File: config.mk
export PLATFORM = sky130hd
export DESIGN_NAME = fp_addsub_arbiter
export DESIGN_NICKNAME = d
export VERILOG_FILES = /design/src/rtl/fp_arb_pkg.sv /design/src/rtl/fp_addsub_arbiter_rr.sv /design/src/rtl/fp_addsub_arbiter.sv
export SDC_FILE = /design/constraint.sdc
export NUM_CORES = 1
export LEC_CHECK = 0
export ABC_AREA = 1
export CORE_AREA = 3 3 157 159
export CTS_CLUSTER_SIZE = 20
export DETAILED_ROUTE_END_ITERATION = 8
export DIE_AREA = 0 0 160 162
export GPL_TIMING_DRIVEN = 0
export HOLD_SLACK_MARGIN = 0.02
export PLACE_DENSITY_LB_ADDON = 0.2
export SLEW_MARGIN = 0
export SYNTH_ARGS = -nofsm -noshare
export SYNTH_HDL_FRONTEND = slang
export SYNTH_SLANG_ARGS = --single-unit
File: constraint.sdc
create_clock -name clk -period 2.4 [get_ports clk]
set_clock_uncertainty 0.1 [all_clocks]
set_input_delay 0.24 -clock clk [delete_from_list [all_inputs] [get_ports clk]]
set_output_delay 0.24 -clock clk [all_outputs]
set_load 0.01 [all_outputs]
File: src/rtl/fp_arb_pkg.sv
// Shared types for the fp_addsub_arbiter slice: word width, FSM encoding and
// the requester tag that travels alongside each operation in the adder.
package fp_arb_pkg;

    localparam int unsigned FP_W     = 32;
    // Tag id field is sized for up to 256 requesters; the top narrows it to ID_W.
    localparam int unsigned TAG_ID_W = 8;

    typedef enum logic [1:0] {
        RUN   = 2'd0,
        DRAIN = 2'd1,
        HALT  = 2'd2
    } arb_state_t;

    typedef struct packed {
        logic                vld;
        logic [TAG_ID_W-1:0] id;
    } tag_t;

endpackage

File: src/rtl/fp_addsub_arbiter_rr.sv
// rr_arbiter: one-hot grant over N requests.
// Default build: round-robin, search starts at an internal pointer that moves
// to (winner+1) mod N whenever 'advance' is high.
// With FP_ARB_FIXED_PRIO_EN defined: lowest index wins and no pointer exists.
module rr_arbiter #(
    parameter  int unsigned N     = 4,
    localparam int unsigned IDX_W = (N > 1) ? $clog2(N) : 1
) (
    input  logic             clk,
    input  logic             reset_n,
    input  logic [N-1:0]     req,
    input  logic             advance,
    output logic [N-1:0]     gnt,
    output logic [IDX_W-1:0] gnt_idx
);

`ifdef FP_ARB_FIXED_PRIO_EN
    // Clock, reset and advance have no effect without a pointer.
    logic unused_inputs;
    assign unused_inputs = ^{clk, reset_n, advance};

    // Lowest-index valid request wins.
    always_comb begin
        gnt     = '0;
        gnt_idx = '0;
        for (int i = N - 1; i >= 0; i--) begin
            if (req[i]) begin
                gnt     = '0;
                gnt[i]  = 1'b1;
                gnt_idx = IDX_W'(i);
            end
        end
    end
`else
    logic [IDX_W-1:0] ptr_q;
    logic [IDX_W-1:0] ptr_d;
    logic             found;
    int unsigned      cand;

    // Circular search starting at the pointer; first valid request wins.
    always_comb begin
        gnt     = '0;
        gnt_idx = '0;
        found   = 1'b0;
        cand    = 0;
        for (int unsigned k = 0; k < N; k++) begin
            cand = int'(ptr_q) + k;
            if (cand >= N) begin
                cand = cand - N;
            end
            if (!found && req[cand]) begin
                found     = 1'b1;
                gnt[cand] = 1'b1;
                gnt_idx   = IDX_W'(cand);
            end
        end
    end

    // Pointer moves just past the winner on a transfer, wrapping at N-1.
    always_comb begin
        ptr_d = ptr_q;
        if (advance) begin
            ptr_d = (gnt_idx == IDX_W'(N - 1)) ? '0 : gnt_idx + 1'b1;
        end
    end

    // Pointer register.
    always_ff @(posedge clk or negedge reset_n) begin
        if (!reset_n) begin
            ptr_q <= '0;
        end else begin
            ptr_q <= ptr_d;
        end
    end
`endif

endmodule

File: src/rtl/fp_addsub_arbiter.sv
// fp_addsub_arbiter: shares one pipelined FP adder/subtractor between
// NUM_REQ requesters. Operations are issued into registered add_* outputs,
// a {vld,id} tag rides a shift pipeline matched to the adder latency, and
// the adder result is returned tagged with its owner.
// Optional build macro: FP_ARB_FIXED_PRIO_EN (fixed priority instead of RR).
//
// Handshake: requester i transfers on a rising edge where req_valid[i] and
// req_ready[i] are both high; req_ready is combinational from req_valid,
// hold, the FSM state and the arbiter, and is never high outside RUN.
// Responses are single-cycle pulses with no backpressure.
module fp_addsub_arbiter
    import fp_arb_pkg::*;
#(
    parameter  int unsigned NUM_REQ     = 4,
    parameter  int unsigned ADD_LATENCY = 2,
    localparam int unsigned ID_W        = $clog2(NUM_REQ)
) (
    input  logic                    clk,
    input  logic                    reset_n,
    input  logic [NUM_REQ-1:0]      req_valid,
    output logic [NUM_REQ-1:0]      req_ready,
    input  logic [NUM_REQ*FP_W-1:0] req_a,
    input  logic [NUM_REQ*FP_W-1:0] req_b,
    input  logic [NUM_REQ-1:0]      req_sub,
    input  logic                    hold,
    output logic                    idle,
    output logic [FP_W-1:0]         add_A,
    output logic [FP_W-1:0]         add_B,
    output logic                    add_IsSub,
    input  logic [FP_W-1:0]         add_result,
    output logic                    resp_valid,
    output logic [ID_W-1:0]         resp_id,
    output logic [FP_W-1:0]         resp_result,
    output logic [1:0]              dbg_state
);

    arb_state_t state_q, state_d;

    logic [FP_W-1:0] add_a_q, add_a_d;
    logic [FP_W-1:0] add_b_q, add_b_d;
    logic            add_is_sub_q, add_is_sub_d;

    tag_t tag_q [ADD_LATENCY+1];
    tag_t tag_d [ADD_LATENCY+1];

    logic            resp_valid_q, resp_valid_d;
    logic [ID_W-1:0] resp_id_q, resp_id_d;
    logic [FP_W-1:0] resp_result_q, resp_result_d;

    logic               accept;
    logic               transfer;
    logic               busy;
    logic [NUM_REQ-1:0] arb_req;
    logic [NUM_REQ-1:0] arb_gnt;
    logic [ID_W-1:0]    gnt_idx;

    // Only RUN accepts; hold kills the grant in the same cycle, and reset
    // forces req_ready low while asserted.
    assign accept   = (state_q == RUN) && !hold && reset_n;
    assign arb_req  = req_valid & {NUM_REQ{accept}};
    assign transfer = |arb_gnt;

    rr_arbiter #(
        .N (NUM_REQ)
    ) u_arb (
        .clk     (clk),
        .reset_n (reset_n),
        .req     (arb_req),
        .advance (transfer),
        .gnt     (arb_gnt),
        .gnt_idx (gnt_idx)
    );

    // Any valid tag means an operation is still inside the adder.
    always_comb begin
        busy = 1'b0;
        for (int k = 0; k <= int'(ADD_LATENCY); k++) begin
            busy = busy | tag_q[k].vld;
        end
    end

    // RUN/DRAIN/HALT next state: drain until no tag is in flight, then halt.
    always_comb begin
        state_d = state_q;
        case (state_q)
            RUN:     if (hold) state_d = DRAIN;
            DRAIN:   if (!hold) state_d = RUN;
                     else if (!busy) state_d = HALT;
            HALT:    if (!hold) state_d = RUN;
            default: state_d = RUN;
        endcase
    end

    // Operand mux into the adder registers, tag shift and response capture.
    always_comb begin
        add_a_d      = add_a_q;
        add_b_d      = add_b_q;
        add_is_sub_d = add_is_sub_q;
        if (transfer) begin
            add_a_d      = req_a[FP_W*gnt_idx +: FP_W];
            add_b_d      = req_b[FP_W*gnt_idx +: FP_W];
            add_is_sub_d = req_sub[gnt_idx];
        end
        tag_d[0].vld = transfer;
        tag_d[0].id  = TAG_ID_W'(gnt_idx);
        for (int k = 1; k <= int'(ADD_LATENCY); k++) begin
            tag_d[k] = tag_q[k-1];
        end
        resp_valid_d  = tag_q[ADD_LATENCY].vld;
        resp_id_d     = tag_q[ADD_LATENCY].id[ID_W-1:0];
        resp_result_d = tag_q[ADD_LATENCY].vld ? add_result : resp_result_q;
    end

    // FSM state register.
    always_ff @(posedge clk or negedge reset_n) begin
        if (!reset_n) begin
            state_q <= RUN;
        end else begin
            state_q <= state_d;
        end
    end

    // Datapath registers; reset discards every in-flight tag.
    always_ff @(posedge clk or negedge reset_n) begin
        if (!reset_n) begin
            add_a_q       <= '0;
            add_b_q       <= '0;
            add_is_sub_q  <= 1'b0;
            for (int k = 0; k <= int'(ADD_LATENCY); k++) begin
                tag_q[k] <= '0;
            end
            resp_valid_q  <= 1'b0;
            resp_id_q     <= '0;
            resp_result_q <= '0;
        end else begin
            add_a_q       <= add_a_d;
            add_b_q       <= add_b_d;
            add_is_sub_q  <= add_is_sub_d;
            for (int k = 0; k <= int'(ADD_LATENCY); k++) begin
                tag_q[k] <= tag_d[k];
            end
            resp_valid_q  <= resp_valid_d;
            resp_id_q     <= resp_id_d;
            resp_result_q <= resp_result_d;
        end
    end

    assign req_ready   = arb_gnt;
    assign idle        = !busy && !transfer;
    assign add_A       = add_a_q;
    assign add_B       = add_b_q;
    assign add_IsSub   = add_is_sub_q;
    assign resp_valid  = resp_valid_q;
    assign resp_id     = resp_id_q;
    assign resp_result = resp_result_q;
    assign dbg_state   = state_q;

endmodule

# ---- After elaboration in Yosys (flattened, before gate mapping)
# Cells that the tools add are included.
dict set report word_totals {
  ff_bits 113
  word_cells 107
  out_inout_bits 107
}
dict set report classes {
  shift 2
  n_eq_ne 6
  mux 39
  add_sub_neg 8
  reduce_logical 19
  magnitude_cmp 13
  n_bitwise 6
}
# cell count
set op_table {}
lappend op_table {{variable part select 128 x 8 -> 32 bit} 2}
lappend op_table {{>= comparator 32 x 1 -> 1 bit, second input constant} 4}
lappend op_table {{< comparator 32 x 3 -> 1 bit, second input constant} 4}
lappend op_table {{2-to-1 mux 32 bit} 4}
lappend op_table {{>= comparator 32 x 3 -> 1 bit, second input constant} 3}
lappend op_table {{subtractor 32 x 3 -> 32 bit, second input constant} 3}
lappend op_table {{2-to-1 mux 2 bit} 9}
lappend op_table {{2-to-1 mux 4 bit} 4}
lappend op_table {{2-to-1 mux 1 bit} 12}
lappend op_table {{OR 4 bit} 3}
lappend op_table {{binary-select mux 1 bit (select 2 bit)} 5}
lappend op_table {{logical AND 1 bit} 10}
lappend op_table {{demux 1 bit (select 2 bit)} 4}
lappend op_table {{adder 2 x 2 -> 3 bit, second input constant} 2}
lappend op_table {{zero test 1 bit} 6}
lappend op_table {{one-hot mux 2 bit (3 select lines)} 1}
lappend op_table {{bitwise AND 4 bit} 1}
lappend op_table {{== test 2 bit, second input constant} 2}
lappend op_table {{!= test 2 bit, second input constant} 2}
lappend op_table {{OR reduction 4 bit} 1}
lappend op_table {{subtractor 2 x 3 -> 4 bit, second input constant} 1}
lappend op_table {{adder 2 x 1 -> 3 bit, second input constant} 1}
lappend op_table {{>= comparator 2 x 3 -> 1 bit, second input constant} 1}
lappend op_table {{< comparator 2 x 3 -> 1 bit, second input constant} 1}
lappend op_table {{6 further kinds} 7}

# ---- Depth between registers and ports, before layout
dict set report logic_depth {
  depth_word 19
  ltp_mapped 18
}

# ---- Modules after synthesis
# A second synthesis with hierarchy kept.
dict set report unflattened {
  hier_cells 1303
  hier_area_um2 7891.3
}
# module area_each_um2 cells_per_inst seq_area_each_um2 n_inst
set by_module_without_submodules {}
lappend by_module_without_submodules {fp_addsub_arbiter 7320.8 1215 2777.7 1}
lappend by_module_without_submodules {rr_arbiter 570.5 88 50.0 1}

# ---- Worst setup path after synthesis
# No wires, ideal clock.
dict set report synth_path {
  kind {reg-to-output}
  from {register u_arb.ptr_q[0]}
  to {output idle}
  slack_ps -221
  required_time_ps 2060
  path_stages_with_launch 15
  arrival_time_ps 2281
  path_cell_list {dfrtp_1 -> buf_2 -> inv_2 -> ha_1 -> inv_1 -> nand2_1 -> nand2_2 -> nor2_2 -> buf_6 -> nand3_2 -> nand3b_2 -> nor2_4 -> nand2_2 -> buf_2 -> nor2_1}
}
# element line_no
set synth_lines {}
lappend synth_lines {{from (decl)} fp_addsub_arbiter_rr.sv:35} ;# logic [IDX_W-1:0] ptr_q;
lappend synth_lines {{from (signal assigned)} fp_addsub_arbiter_rr.sv:72} ;# ptr_q <= ptr_d;
lappend synth_lines {{to (decl)} fp_addsub_arbiter.sv:26} ;# output logic idle,

==> results <==
## registers in the layout, indices dropped and copies added, names as in the netlist
name / cells
add_A: 32
add_B: 32
resp_result: 32
tag_d: 6
dbg_state: 2
resp_id: 2
resp_id_d: 2
u_arb.ptr_q: 2
add_IsSub: 1
resp_valid: 1
resp_valid_d: 1
## layout by cell type (no fill, tap or decap), types with 4 or more instances in the layout
master                            instances
sky130_fd_sc_hd__nand3_2                  6
sky130_fd_sc_hd__buf_1                    4
sky130_fd_sc_hd__nand3b_4                 4
sky130_fd_sc_hd__buf_8                    4
sky130_fd_sc_hd__nand2_1                350
sky130_fd_sc_hd__clkbuf_16               17
sky130_fd_sc_hd__nand3_1                346
sky130_fd_sc_hd__buf_6                   17
sky130_fd_sc_hd__nand2_4                  5
sky130_fd_sc_hd__nor2_4                   6
sky130_fd_sc_hd__nand2_2                  8
sky130_fd_sc_hd__inv_1                  264
sky130_fd_sc_hd__buf_4                   42
sky130_fd_sc_hd__nand3_4                  6
sky130_fd_sc_hd__mux2_2                  32
sky130_fd_sc_hd__inv_6                    7
sky130_fd_sc_hd__dfrtp_1                111
sky130_fd_sc_hd__clkdlybuf4s50_1        399
sky130_fd_sc_hd__buf_2                   23
sky130_fd_sc_hd__inv_8                    5
sky130_fd_sc_hd__nand4_1                  9
sky130_fd_sc_hd__clkbuf_1                 6
sky130_fd_sc_hd__ha_1                     7
sky130_fd_sc_hd__clkbuf_2                11
## logic make-up after synthesis
logic type	after synthesis	share of synthesized area, %
compound gates	1	0.06143
flops	113	34.74
buf+inv	352	17.92
mux	32	4.427
fa+ha+maj	8	1.230
simple gates	746	41.51
xor+xnor	1	0.1076
## power groups by stage
stage | clock [mW] | combinational (mW) | sequential (mW)
2_1_floorplan | 0 | 10.5 | 3.96
3_3_place_gp | 0 | 16.8 | 3.61
3_5_place_dp | 0 | 17.1 | 3.64
4_1_cts | 2.58 | 18.5 | 3.61
5_1_grt | 2.66 | 20.3 | 3.72
6_report | 2.53 | 18.5 | 3.61
## routing by layer
metal	global-route usage, %	part of all wire, %	vias up
li1	-	-	4773
met4	7.771	2.4	2
met2	43.00	50	417
met1	30.38	40	4463
met5	0	0.039	-
met3	6.070	7.3	55
## final timing paths
kind                         startpoint              to  slack (ps)  cells past startpoint
min in group asynchronous       reset_n       add_B[27]         410                      3
max in group asynchronous       reset_n  u_arb.ptr_q[0]        1030                      3
min                            tag_d[9]        tag_d[0]         250                      0
min reg2reg                    tag_d[9]        tag_d[0]         250                      0
max reg2reg                dbg_state[1]       add_B[23]        -270                     16
max                        dbg_state[1]            idle        -420                     15
## stage by stage
stage	cell area, um2	TNS, ps	hold slack [ps]	setup WS [ps]
CTS	13820	-12410	245.1	-360.9
finish	13840	-13170	248.1	-421.6
global placement	12630	-809910	232.3	-5568
detailed placement	12660	-90650	78.41	-1599
floorplan	8179	0	-155.6	25.06
global route	13840	-27510	262.5	-549.2
## repair_timing
action | in CTS | in global routing
gates resized for setup | 111 | 10
endpoints found under the hold margin | 75 | 0
pin swaps | 18 | 4
setup buffers | 18 | 0
cloned | 4 | 0
hold buffers | 3 | 0
setup endpoints to repair | 75 | 73
## area by class of cell
cell class / instances / area [um2] / share of cell area [%]
clock buffers: 17 / 425.4 / 3.074
clock inverters: 15 / 157.7 / 1.139
plain buffers: 85 / 595.6 / 4.303
well taps: 319 / 399.1 / 2.884
multi-input cells: 788 / 4063 / 29.36
inverters: 267 / 1015 / 7.332
repair buffers: 431 / 4354 / 31.46
flip-flops and latches: 113 / 2830 / 20.45
==> flow_summary.ini <==
[status]
run_status = finished, violations left
failed_checks = negative setup slack

[pwr]
power_per_cell_area_nw_per_um2 = 1780
total_leakage_power_nw = 7.327
share_clk_of_total_power_pct = 10.3
combPwrFrac_pct = 75.1
power_switching_share_pct = 50.87
pwr-share-seq_pct = 14.6
worst_ir_drop_vdd_mv = 0.6606
p_int_mw = 12.10
p_total_mw = 24.63
p_sw_mw = 12.53

[global_route]
first_global_vias = 9458
pin_count_of_the_biggest_net_entering_global_routing = 39
grt_pass1_wl_mm = 51.03
grt_util_all_layers_pct = 24.76
grt_overflow = 0
grt_antenna_before_repair = 2

[flow_run]
cap_viol_max_count = 0

[logic_synthesis]
synth_area_leader_cell = sky130_fd_sc_hd__dfrtp_1
synth.net_count = 1560
number_of_cells_produced_by_synthesis = 1253
synth_ff_type = sky130_fd_sc_hd__dfrtp_1
number_of_enable_flip_flop_cells_after_synthesis = 0
synth.ff_latch_count = 113
post-synth-top-count-cell = sky130_fd_sc_hd__nand2_1
synth_largest_type_area_fraction_pct = 34.74
synth.distinct_cells = 24
synth.top_cells.by_count = sky130_fd_sc_hd__nand2_1 (357), sky130_fd_sc_hd__nand3_1 (354), sky130_fd_sc_hd__inv_1 (266), sky130_fd_sc_hd__dfrtp_1 (113), sky130_fd_sc_hd__buf_2 (47)
syn_area_per_cell_um2 = 6.496
async_flop_share_pct = 100.0
synth.cell_area_um2 = 8139
post_synth_main_area_contributors = sky130_fd_sc_hd__dfrtp_1 (35%), sky130_fd_sc_hd__nand3_1 (22%), sky130_fd_sc_hd__nand2_1 (16%)
number_of_warnings_reported_in_the_yosys_synthesis_log = 0
yosysSeqAreaShare_pct = 34.74

[route]
number_of_design_rule_violations_left_after_detail_routing = 0
residual_antenna_violating_net_count_after_detailed_routing = 0
via_count = 9710
wl_per_cell_um = 16.34
number_of_design_rule_violations_left_by_the_first_detailed_router_iteration = 554
vias_per_cell = 4.771
total_routed_length_mm = 33.25
drt_pass1_iterations = 5

[worst_setup_path]
worst_endpoint_data_arrival_time_ps = 2480
critPathRequiredTime_ps = 2060
critical_path.cell_chain = nor2_4 -> buf_6 -> nand4_1 -> nand2_1 -> nand2_2 -> nand2_4 -> nor2_4 -> buf_6 -> nand3_4 -> nand3b_4 -> nor2_4 -> nand2_4 -> buf_8 -> nor2_4 -> buf_6
path_class = flop to output pin
cpMaxStageDelayCell = sky130_fd_sc_hd__dfrtp_1
crit_buf_inv = 4
worst_path_most_repeated_cell = sky130_fd_sc_hd__nor2_4
timing.critical_path.from_type = flop
critical_path.max_fanout = 5
family_with_the_most_delay_on_the_worst_path = simple AND/OR/NAND/NOR gates
critPathMaxStageDelay_ps = 410
timing.critical_path.to_type = output pin

[die]
initial_core_util_pct = 34.78
floorplan.die.height_um = 162
boundaryPins = 406
floorplan.die.width_um = 160
row_count = 56
floorplan.die_area_um2 = 25920
design.core.area_um2 = 23400

[clock_network]
clock_insertion_delay_worst_skew_ps = 420
clkTransAtPathRegs_ps = 60
cts.htree.levels = 4
clock_tree_from_tritoncts = done
tritoncts_num_sinks = 113
cts_inserted_buffers = 17
clock_path_buffers = 2
clock-root-buffer = sky130_fd_sc_hd__clkbuf_16

[placement]
place_congestion = 0.8907
dp_hpwl_mm = 25.29
dp.cells = 1978
place.port_buffers = 405

[finish]
diodes = 0
layout.nets = 2010
total_of_fill_cells_in_the_finished_design = 2232
final-instance-count-excl-fill = 2035
drive_above_1_share_pct = 12.41
layout-area-overhead-vs-synth_pct = 70.04
final_core_utilization_pct = 59.14

[sta]
finalWorstPathRequiredPeriod_ps = 2822
final_min_period_over_clock_period_pct = 117.6
hold_viol_final = 0
timing.final.max_slew_violations = 0
slew_headroom_pct = 37.00
finalSetupViolCount = 72
tightestPinTransition_ps = 941.9
rsz0062_at_grt = yes
timing.final.ws_setup_ps = -421.6
timing.fmax_mhz = 354.4

[hold_path]
timing.hold.worst.class = flop to flop
No activity file was read; power rests on OpenSTA's default activity.
